<file path="config.mk">
export PLATFORM = sky130hd
export DESIGN_NAME = mem_access
export DESIGN_NICKNAME = d
export VERILOG_FILES = /design/src/rtl/mem_access.sv
export SDC_FILE = /design/constraint.sdc
export NUM_CORES = 1
export LEC_CHECK = 0
export BUFFER_PORTS_ARGS = -buffer_cell sky130_fd_sc_hd__buf_2
export CORE_MARGIN = 1.5
export CORE_UTILIZATION = 40
export CTS_CLUSTER_SIZE = 24
export DETAILED_ROUTE_END_ITERATION = 8
export PLACE_DENSITY_LB_ADDON = 0.1
export SYNTH_ARGS = -nofsm -noshare
export SYNTH_HDL_FRONTEND = slang
export SYNTH_SLANG_ARGS = --single-unit
</file>
<file path="constraint.sdc">
create_clock -name clk -period 2.4 [get_ports clk]
set_clock_uncertainty 0.2 [all_clocks]
set_input_delay 0.12 -clock clk [delete_from_list [all_inputs] [get_ports clk]]
set_output_delay 0.12 -clock clk [all_outputs]
set_load 0.01 [all_outputs]
</file>
<file path="src/rtl/mem_access.sv">
// -----------------------------------------------------------------------------
// mem_access -- memory pipeline stage (downstream of execute)
//
// Accepts one instruction per cycle while idle. ALU ops pass straight through
// with one cycle of latency. Loads and stores issue a single transaction on a
// req/gnt/rvalid data-memory bus. Load data is lane-aligned and sign- or
// zero-extended before writeback. Upstream is stalled while a transaction is
// in flight.
//
// Optional build macro:
//   MEM_MISALIGN_TRAP_EN  misaligned ld/st is not sent to the bus. It completes
//                         like an ALU op and raises misalign_o. Without this
//                         macro the address is rounded down to the access size
//                         and the access goes ahead normally.
//
// Parameters:
//   ADDR_W   width of dmem_addr_o (low ADDR_W bits of alu_result_i)
//   TIMEOUT  WAIT cycles without rvalid before the access is aborted (0 = never)
//
// Ports:
//   clk, rst_n                  clock, async active-low reset
//   valid_i/opcode_i/alu_result_i/store_data_i/rd_i   instruction from execute
//   stall_o                     upstream must hold its inputs
//   dmem_req_o/we_o/addr_o/be_o/wdata_o               bus request side
//   dmem_gnt_i/rvalid_i/rdata_i                       bus grant / response
//   valid_o/rd_o/wb_en_o/wb_data_o                    writeback result
//   err_o, misalign_o           status pulses that accompany valid_o
// -----------------------------------------------------------------------------
module mem_access #(
    parameter int unsigned ADDR_W  = 32,
    parameter int unsigned TIMEOUT = 255
) (
    input  logic              clk,
    input  logic              rst_n,
    input  logic              valid_i,
    input  logic [4:0]        opcode_i,
    input  logic [31:0]       alu_result_i,
    input  logic [31:0]       store_data_i,
    input  logic [4:0]        rd_i,
    output logic              stall_o,
    output logic              dmem_req_o,
    output logic              dmem_we_o,
    output logic [ADDR_W-1:0] dmem_addr_o,
    output logic [3:0]        dmem_be_o,
    output logic [31:0]       dmem_wdata_o,
    input  logic              dmem_gnt_i,
    input  logic              dmem_rvalid_i,
    input  logic [31:0]       dmem_rdata_i,
    output logic              valid_o,
    output logic [4:0]        rd_o,
    output logic              wb_en_o,
    output logic [31:0]       wb_data_o,
    output logic              err_o,
    output logic              misalign_o
);

    localparam logic [4:0] OP_LB  = 5'b01000;
    localparam logic [4:0] OP_LH  = 5'b01001;
    localparam logic [4:0] OP_LW  = 5'b01010;
    localparam logic [4:0] OP_LBU = 5'b01100;
    localparam logic [4:0] OP_LHU = 5'b01101;
    localparam logic [4:0] OP_SB  = 5'b10000;
    localparam logic [4:0] OP_SH  = 5'b10001;
    localparam logic [4:0] OP_SW  = 5'b10010;

    // Counter holds 0..TIMEOUT-1; the abort fires on the cycle it sits at the top.
    localparam int unsigned     CNT_W    = (TIMEOUT > 1) ? $clog2(TIMEOUT) : 1;
    localparam logic [CNT_W-1:0] CNT_LAST = CNT_W'(TIMEOUT - 1);
    localparam bit              TO_EN    = (TIMEOUT != 0);

    typedef enum logic [1:0] {S_IDLE, S_REQ, S_WAIT} state_t;

    state_t            state_q;
    logic [ADDR_W-1:0] addr_q;
    logic [3:0]        be_q;
    logic [31:0]       wdata_q;
    logic              we_q;
    logic [4:0]        rdst_q;
    logic [1:0]        size_q;
    logic              uns_q;
    logic [CNT_W-1:0]  cnt_q;
    logic              valid_q;
    logic [4:0]        rd_q;
    logic              wb_en_q;
    logic [31:0]       wb_data_q;
    logic              err_q;
    logic              mis_q;

    // Decode of the incoming instruction (size: 0 byte, 1 half, 2 word)
    logic              is_mem_d;
    logic              is_st_d;
    logic [1:0]        size_d;
    logic              uns_d;
    logic [1:0]        a_raw;
    logic [1:0]        a_al_d;
    logic [3:0]        be_d;
    logic [31:0]       wdata_d;
    logic [ADDR_W-1:0] addr_d;
    logic              trap_d;

    always_comb begin
        is_mem_d = 1'b0;
        is_st_d  = 1'b0;
        size_d   = 2'd2;
        uns_d    = 1'b0;
        unique case (opcode_i)
            OP_LB:   begin is_mem_d = 1'b1; size_d = 2'd0; end
            OP_LH:   begin is_mem_d = 1'b1; size_d = 2'd1; end
            OP_LW:   begin is_mem_d = 1'b1; size_d = 2'd2; end
            OP_LBU:  begin is_mem_d = 1'b1; size_d = 2'd0; uns_d = 1'b1; end
            OP_LHU:  begin is_mem_d = 1'b1; size_d = 2'd1; uns_d = 1'b1; end
            OP_SB:   begin is_mem_d = 1'b1; is_st_d = 1'b1; size_d = 2'd0; end
            OP_SH:   begin is_mem_d = 1'b1; is_st_d = 1'b1; size_d = 2'd1; end
            OP_SW:   begin is_mem_d = 1'b1; is_st_d = 1'b1; size_d = 2'd2; end
            default: ;
        endcase

        a_raw = alu_result_i[1:0];
        // Round down to the access size; a no-op for aligned accesses.
        unique case (size_d)
            2'd0:    a_al_d = a_raw;
            2'd1:    a_al_d = {a_raw[1], 1'b0};
            default: a_al_d = 2'b00;
        endcase

        unique case (size_d)
            2'd0:    be_d = 4'b0001 << a_al_d;
            2'd1:    be_d = a_al_d[1] ? 4'b1100 : 4'b0011;
            default: be_d = 4'b1111;
        endcase

        // Store data is replicated across lanes; byte enables pick the lane.
        wdata_d = '0;
        if (is_st_d) begin
            unique case (size_d)
                2'd0:    wdata_d = {4{store_data_i[7:0]}};
                2'd1:    wdata_d = {2{store_data_i[15:0]}};
                default: wdata_d = store_data_i;
            endcase
        end

        addr_d = {alu_result_i[ADDR_W-1:2], a_al_d};
    end

`ifdef MEM_MISALIGN_TRAP_EN
    assign trap_d = is_mem_d &&
                    (((size_d == 2'd1) && a_raw[0]) || ((size_d == 2'd2) && (a_raw != 2'b00)));
`else
    assign trap_d = 1'b0;
`endif

    // Load data extraction from the response, using the latched lane/size
    logic [7:0]  ld_byte;
    logic [15:0] ld_half;
    logic [31:0] ld_data;

    always_comb begin
        unique case (addr_q[1:0])
            2'd0:    ld_byte = dmem_rdata_i[7:0];
            2'd1:    ld_byte = dmem_rdata_i[15:8];
            2'd2:    ld_byte = dmem_rdata_i[23:16];
            default: ld_byte = dmem_rdata_i[31:24];
        endcase
        ld_half = addr_q[1] ? dmem_rdata_i[31:16] : dmem_rdata_i[15:0];
        unique case (size_q)
            2'd0:    ld_data = uns_q ? {24'h0, ld_byte} : {{24{ld_byte[7]}}, ld_byte};
            2'd1:    ld_data = uns_q ? {16'h0, ld_half} : {{16{ld_half[15]}}, ld_half};
            default: ld_data = dmem_rdata_i;
        endcase
    end

    always_ff @(posedge clk or negedge rst_n) begin
        if (!rst_n) begin
            state_q   <= S_IDLE;
            addr_q    <= '0;
            be_q      <= '0;
            wdata_q   <= '0;
            we_q      <= 1'b0;
            rdst_q    <= '0;
            size_q    <= '0;
            uns_q     <= 1'b0;
            cnt_q     <= '0;
            valid_q   <= 1'b0;
            rd_q      <= '0;
            wb_en_q   <= 1'b0;
            wb_data_q <= '0;
            err_q     <= 1'b0;
            mis_q     <= 1'b0;
        end else begin
            valid_q <= 1'b0;
            err_q   <= 1'b0;
            mis_q   <= 1'b0;
            unique case (state_q)
                S_IDLE: begin
                    if (valid_i) begin
                        if (is_mem_d && !trap_d) begin
                            addr_q  <= addr_d;
                            be_q    <= be_d;
                            wdata_q <= wdata_d;
                            we_q    <= is_st_d;
                            rdst_q  <= rd_i;
                            size_q  <= size_d;
                            uns_q   <= uns_d;
                            state_q <= S_REQ;
                        end else begin
                            // ALU op, or a trapped misaligned access
                            valid_q   <= 1'b1;
                            rd_q      <= rd_i;
                            mis_q     <= trap_d;
                            wb_en_q   <= !trap_d && (rd_i != 5'd0);
                            wb_data_q <= trap_d ? 32'h0 : alu_result_i;
                        end
                    end
                end
                S_REQ: begin
                    if (dmem_gnt_i) begin
                        cnt_q   <= '0;
                        state_q <= S_WAIT;
                    end
                end
                S_WAIT: begin
                    if (dmem_rvalid_i) begin
                        valid_q   <= 1'b1;
                        rd_q      <= rdst_q;
                        wb_en_q   <= !we_q && (rdst_q != 5'd0);
                        wb_data_q <= we_q ? 32'h0 : ld_data;
                        state_q   <= S_IDLE;
                    end else if (TO_EN && (cnt_q == CNT_LAST)) begin
                        valid_q <= 1'b1;
                        err_q   <= 1'b1;
                        rd_q    <= rdst_q;
                        wb_en_q <= 1'b0;
                        state_q <= S_IDLE;
                    end else begin
                        cnt_q <= cnt_q + CNT_W'(1);
                    end
                end
                default: state_q <= S_IDLE;
            endcase
        end
    end

    assign stall_o      = (state_q != S_IDLE);
    assign dmem_req_o   = (state_q == S_REQ);
    assign dmem_we_o    = we_q;
    assign dmem_addr_o  = addr_q;
    assign dmem_be_o    = be_q;
    assign dmem_wdata_o = wdata_q;
    assign valid_o      = valid_q;
    assign rd_o         = rd_q;
    assign wb_en_o      = wb_en_q;
    assign wb_data_o    = wb_data_q;
    assign err_o        = err_q;
    assign misalign_o   = mis_q;

endmodule

</file>
Word level (Yosys, flattened, before mapping)
Index checks and enable logic that the tools add are counted.
Word-level totals
  memory bits (read-only): 0
  memories kept: 0
  bits in writable memories: 0
  bits in latches: 0
  bits of input ports: 111
  output and inout bits: 112
  flip-flop bits (word level): 127
Cells by class
  reduce and logical (&&, ||, !) cells: 21
  muxes and demuxes: 46
  shifts and indexed selects: 1
  $mul: 0
  magnitude comparators: 0
  bitwise operators: 0
  eq/ne operators: 23
  divide/modulo/power cells: 0
  $add $sub $neg: 1
Operator list (count)
  two-way mux 32 bit: 7
  case mux 32 bit (2 select lines): 3
  == test 5 x 4 -> 1 bit, second input constant: 5
  two-way mux 8 bit: 3
  case mux 8 bit (3 select lines): 1
  two-way mux 5 bit: 4
  two-way mux 16 bit: 1
  case mux 8 bit (2 select lines): 1
  AND reduction 4 bit: 4
  == test 5 bit, second input constant: 3
  two-way mux 1 bit: 13
  != test 2 bit, second input constant: 6
  two-way mux 2 bit: 5
  case mux 5 bit (2 select lines): 1
  nonzero test 5 bit: 2
  OR reduction 3 bit: 3
  adder 8 x 1 -> 8 bit, second input constant: 1
  == test 2 x 1 -> 1 bit, second input constant: 4
  == test 8 bit, second input constant: 1
  zero test 2 bit: 4
  case mux 2 bit (2 select lines): 2
  case mux 4 bit (2 select lines): 1
  OR reduction 8 bit: 1
  case mux 2 bit (3 select lines): 1
  other kinds (11): 15

Logic depth before layout (Yosys ltp)
  depth after elaboration: 7
  mapped depth: 7
  mapped depth without buffers: 6

Least setup slack after synthesis
Ideal clock, no wire load.
  path type: register to register
  from: reg cnt_q[0]
  to: reg cnt_q[3]
  data arrival time: 1.659 ns
  cell stages (with the launch flop): 7
  library setup time: 0.124 ns
  buffers on the path: 0
  clock period less this slack: 1.983 ns
  slack: 0.417 ns
  data required time: 2.076 ns
  path through: dfrtp_1 > inv_1 > ha_1 > and4_1 > a211oi_1 > a21oi_1 > a211o_1
On the way
  cells in the longest elaborated chain, start to end: 4
Ends and longest elaborated chain
  start: declaration: line 81  | logic [CNT_W-1:0] cnt_q;
  start signal: assignment: line 235  | cnt_q <= cnt_q + CNT_W'(1);
  adder 8 x 1 -> 8 bit: line 235
  two-way mux 8 bit: line 228  | end else if (TO_EN && (cnt_q == CNT_LAST)) begin
  two-way mux 8 bit: line 222  | if (dmem_rvalid_i) begin
  case mux 8 bit (2 select lines): line 193  | unique case (state_q)
Several ways; a longest one is shown, not always the timed one. The select of a mux whose other input is x is not followed.
A chain may end at the register's enable or synchronous reset.

Worst setup path in the final report
  from: in opcode_i[0]
  to: reg addr_q[21] (netlist: dmem_addr_o[21])
On the way
  cells in the longest elaborated chain, start to end: 4
Ends and longest elaborated chain
  start: declaration: line 36  | input logic [4:0] opcode_i,
  == test 5 x 4 -> 1 bit or == test 5 bit (tied branches): line 106  | unique case (opcode_i)
  OR reduction 8 bit (no source line) (*)
  two-way mux 1 bit (*): line 106
  AND reduction 3 bit (no source line) (*)
  end signal: assignment: line 197  | addr_q <= addr_d;
  end: declaration: line 74  | logic [ADDR_W-1:0] addr_q;
Mark *: on every way between the ends. The rest lies on a longest branch, timed or not.

==> run_results.csv <==
group,metric,value,unit
clock_tree,clk_pin_slew,60,ps
global_route,grt_first_pass_wirelength,32.0,mm
floorplanning,core-area,0.0159,mm²
floorplanning,dieHeight,131,µm
placed_design,gp_congestion,0.877,
synthesis,syn_avg_cell_area,11.2,µm²
global_route,grt_overflow,0,
synthesis,synth_edf_count,0,
timing,rsz0062_at_grt,"false",
timing,period_minus_slack,2240,ps
timing,period_share,93.2,%
layout,layout_common_cells,"buf_2, dfrtp_1, dlygate4sd3_1",
layout,areaGrowthSynthToFinish,44.8,%
timing,worstMarginPinSlew,1070,ps
detailed_routing,drcViolationCount,0,
synthesis,yosysSeqAreaShare,48.4,%
synthesis,syn_area,0.00656,mm²
worst_setup_path,start_kind,"primary input",
detailed_routing,drtAntennaViolNets,0,
pwr,p_per_area,881,mW/mm²
synthesis,synthArstFlopShare,100,%
floorplanning,die_w,131,µm
floorplanning,io_pins,223,
floorplanning,start_util,41.2,%
timing,relSlewSlack,28.4,%
layout,drive_gt1_share,39.5,%
detailed_routing,wl_met2,10.1,mm
clock_tree,clock_path_buffers,2,
global_route,grt_max_degree,69,
detailed_routing,routed.top_layer,"met4",
global_route,grt_pass1_vias,6292,
pwr,ir_drop,570,µV
worst_setup_path,worst-setup-path-type,"primary input to flip-flop",
run,drv_cap,0,
synthesis,yosysTopAreaCellShare,48.4,%
detailed_routing,drt_first_iter_violations,349,
synthesis,ys_types,47,
timing,drv_slew,0,
synthesis,ys_seq_elements,127,
synthesis,synth.area.top_cells,"dfrtp_1, mux2_2, mux2i_1",
synthesis,synth_cells,584,
timing,fin_setup_tns,0,ps
min_path,hold_class,"primary input to flip-flop",
worst_setup_path,crit_start,"opcode_i[0]",
synthesis,yosys_warnings,0,
clock_tree,root_buffer,"clkbuf_16",
worst_setup_path,cp_data_arrival_time,2340,ps
detailed_routing,wl_per_cell,18.4,µm
worst_setup_path,r2r-start,"dmem_addr_o[0]$_DFFE_PN0P_",
placed_design,place_inst,998,
layout,fin_nets,1015,
floorplanning,design.die.area,0.0172,mm²
clock_tree,worstSkewPairLatency,410,ps
detailed_routing,wl,20.8,mm
detailed_routing,drt-met1-wl,8.94,mm
detailed_routing,route.met3.wl,1.29,mm
detailed_routing,routed-via-count,6123,
placed_design,place_hpwl,14.4,mm
clock_tree,cts.repair.resized,0,
synthesis,synth_top_flop_cell,"dfrtp_1",
global_route,antenna_found_initial,0,
synthesis,syn_nets,697,
clock_tree,htree_levels,4,
global_route,grt_usage,24.5,%
worst_setup_path,crit_required,2500,ps
detailed_routing,vias_per_cell,5.41,
pwr,finalPower,8370,µW
timing,hold_viol,0,
clock_tree,clkSinkCount,127,
layout,mostFrequentLayoutCell,"buf_2",
worst_setup_path,path_max_fanout,36,
floorplanning,fp-row-count,46,
clock_tree,cts_tree,"built",
synthesis,synth_top_area_cell,"dfrtp_1",
detailed_routing,drt-pass1-iter-count,5,
placed_design,port_buffers,221,
clock_tree,numCtsBuffers,17,
min_path,min-delay-start,"dmem_rdata_i[6]",
run_status,status,"finished clean",
worst_setup_path,cp-end-kind,"flip-flop",
placed_design,dp_slack,194,ps
layout,finalNonFillerCells,1131,
timing,fmax,0.447,GHz
pwr,power_leakage,0.00445,µW
timing,fin_ws,162,ps
timing,final-setup-viol-count,0,
==> power by group <==
group	switching [µW]	internal (µW)	total (µW)	leakage [µW]
registers	385	2780	3160	0.00155
clock network	947	1650	2590	0.000282
logic	1360	1250	2610	0.00261
==> path summary, 6_finish.rpt <==
check	end	slack, ps	depth (start not counted)
setup / recovery	dmem_addr_o[21]$_DFFE_PN0P_	160	7
hold / removal	wb_data_o[6]$_DFFE_PN0P_	30	4
setup reg to reg	wb_data_o[22]$_DFFE_PN0P_	170	4
hold reg to reg	dmem_wdata_o[21]$_DFFE_PN0P_	290	1
max in group asynchronous	dmem_wdata_o[9]$_DFFE_PN0P_	1230	3
min in group asynchronous	dmem_addr_o[24]$_DFFE_PN0P_	90	2
==> final cells by class <==
type                    count  area [µm²]
diodes                      1        2.50
clock buffers              20         447
clock inverters            11         141
fillers                  1375        6440
inverters                  10        37.5
multi-input cells         397        3090
flip-flops and latches    127        3180
well taps                 216         270
repair buffers            349        2340
==> synthesized netlist by cell type (2+ instances only) <==
cell type	number
a211o_1	10
a211oi_1	26
a21o_1	4
a21oi_1	6
a22o_1	8
a22oi_1	14
a31oi_1	24
a32oi_1	2
and2_1	3
and3_1	4
and3b_1	6
and4_1	2
buf_2	13
buf_4	7
buf_6	6
clkbuf_1	23
dfrtp_1	127
ha_1	2
inv_1	10
mux2_2	72
mux2i_1	34
nand2_1	44
nand2b_1	13
nand3_1	7
nor2_1	13
nor2b_1	3
nor3_1	8
o21a_1	2
o21ai_0	25
o221ai_1	17
o2bb2ai_1	24
o31ai_1	7
or3_1	3
or3b_2	2
==> registers in the layout, indices dropped and copies added (netlist names) <==
signal        count
dmem_addr_o      32
dmem_wdata_o     32
wb_data_o        32
cnt_q             8
rd_o              5
rdst_q            5
dmem_be_o         4
size_q            2
state_q           2
dmem_we_o         1
err_o             1
uns_q             1
valid_o           1
wb_en_o           1
==> metrics by stage <==
step	utilization [%]	hold slack (ps)	cell area (µm²)
floorplan	-	-376	6560
global placement	49.6	-29.1	7900
detailed placement	49.6	-24.1	7900
CTS	59.6	19.3	9500
global route	59.6	48.1	9500
finish	59.6	25.3	9500
==> logic make-up after synthesis <==
logic type / after synthesis / synth area share (%)
adders and majority gates: 2 / 0.381
other: 1 / 0.0571
buffers and inverters: 60 / 4.77
DFF: 127 / 48.4
and+or+nand+nor: 111 / 8.77
muxes: 106 / 17.5
AOI/OAI and AO/OA: 177 / 20.1
==> critical path, cell delays in order <==
cell	delay (ps)
dlygate4sd3_1	520
buf_2	170
and2_1	160
o32a_1	230
nand2b_4	290
buf_4	430
mux2_2	390
==> timing repair <==
item / 4_1_cts / 5_1_grt
hold buffers: 101 / 0
buffers inserted: 0 / 0
hold endpoints to repair: 184 / 0
==> routing by layer <==
metal  GRT usage (%)  vias to the layer above
li1                -                     2854
met1            30.6                     3030
met2            40.9                      209
met3            6.33                       30
met4            9.11                        0
met5               0                        -
Note: power is estimated with default switching activity, not from simulation.
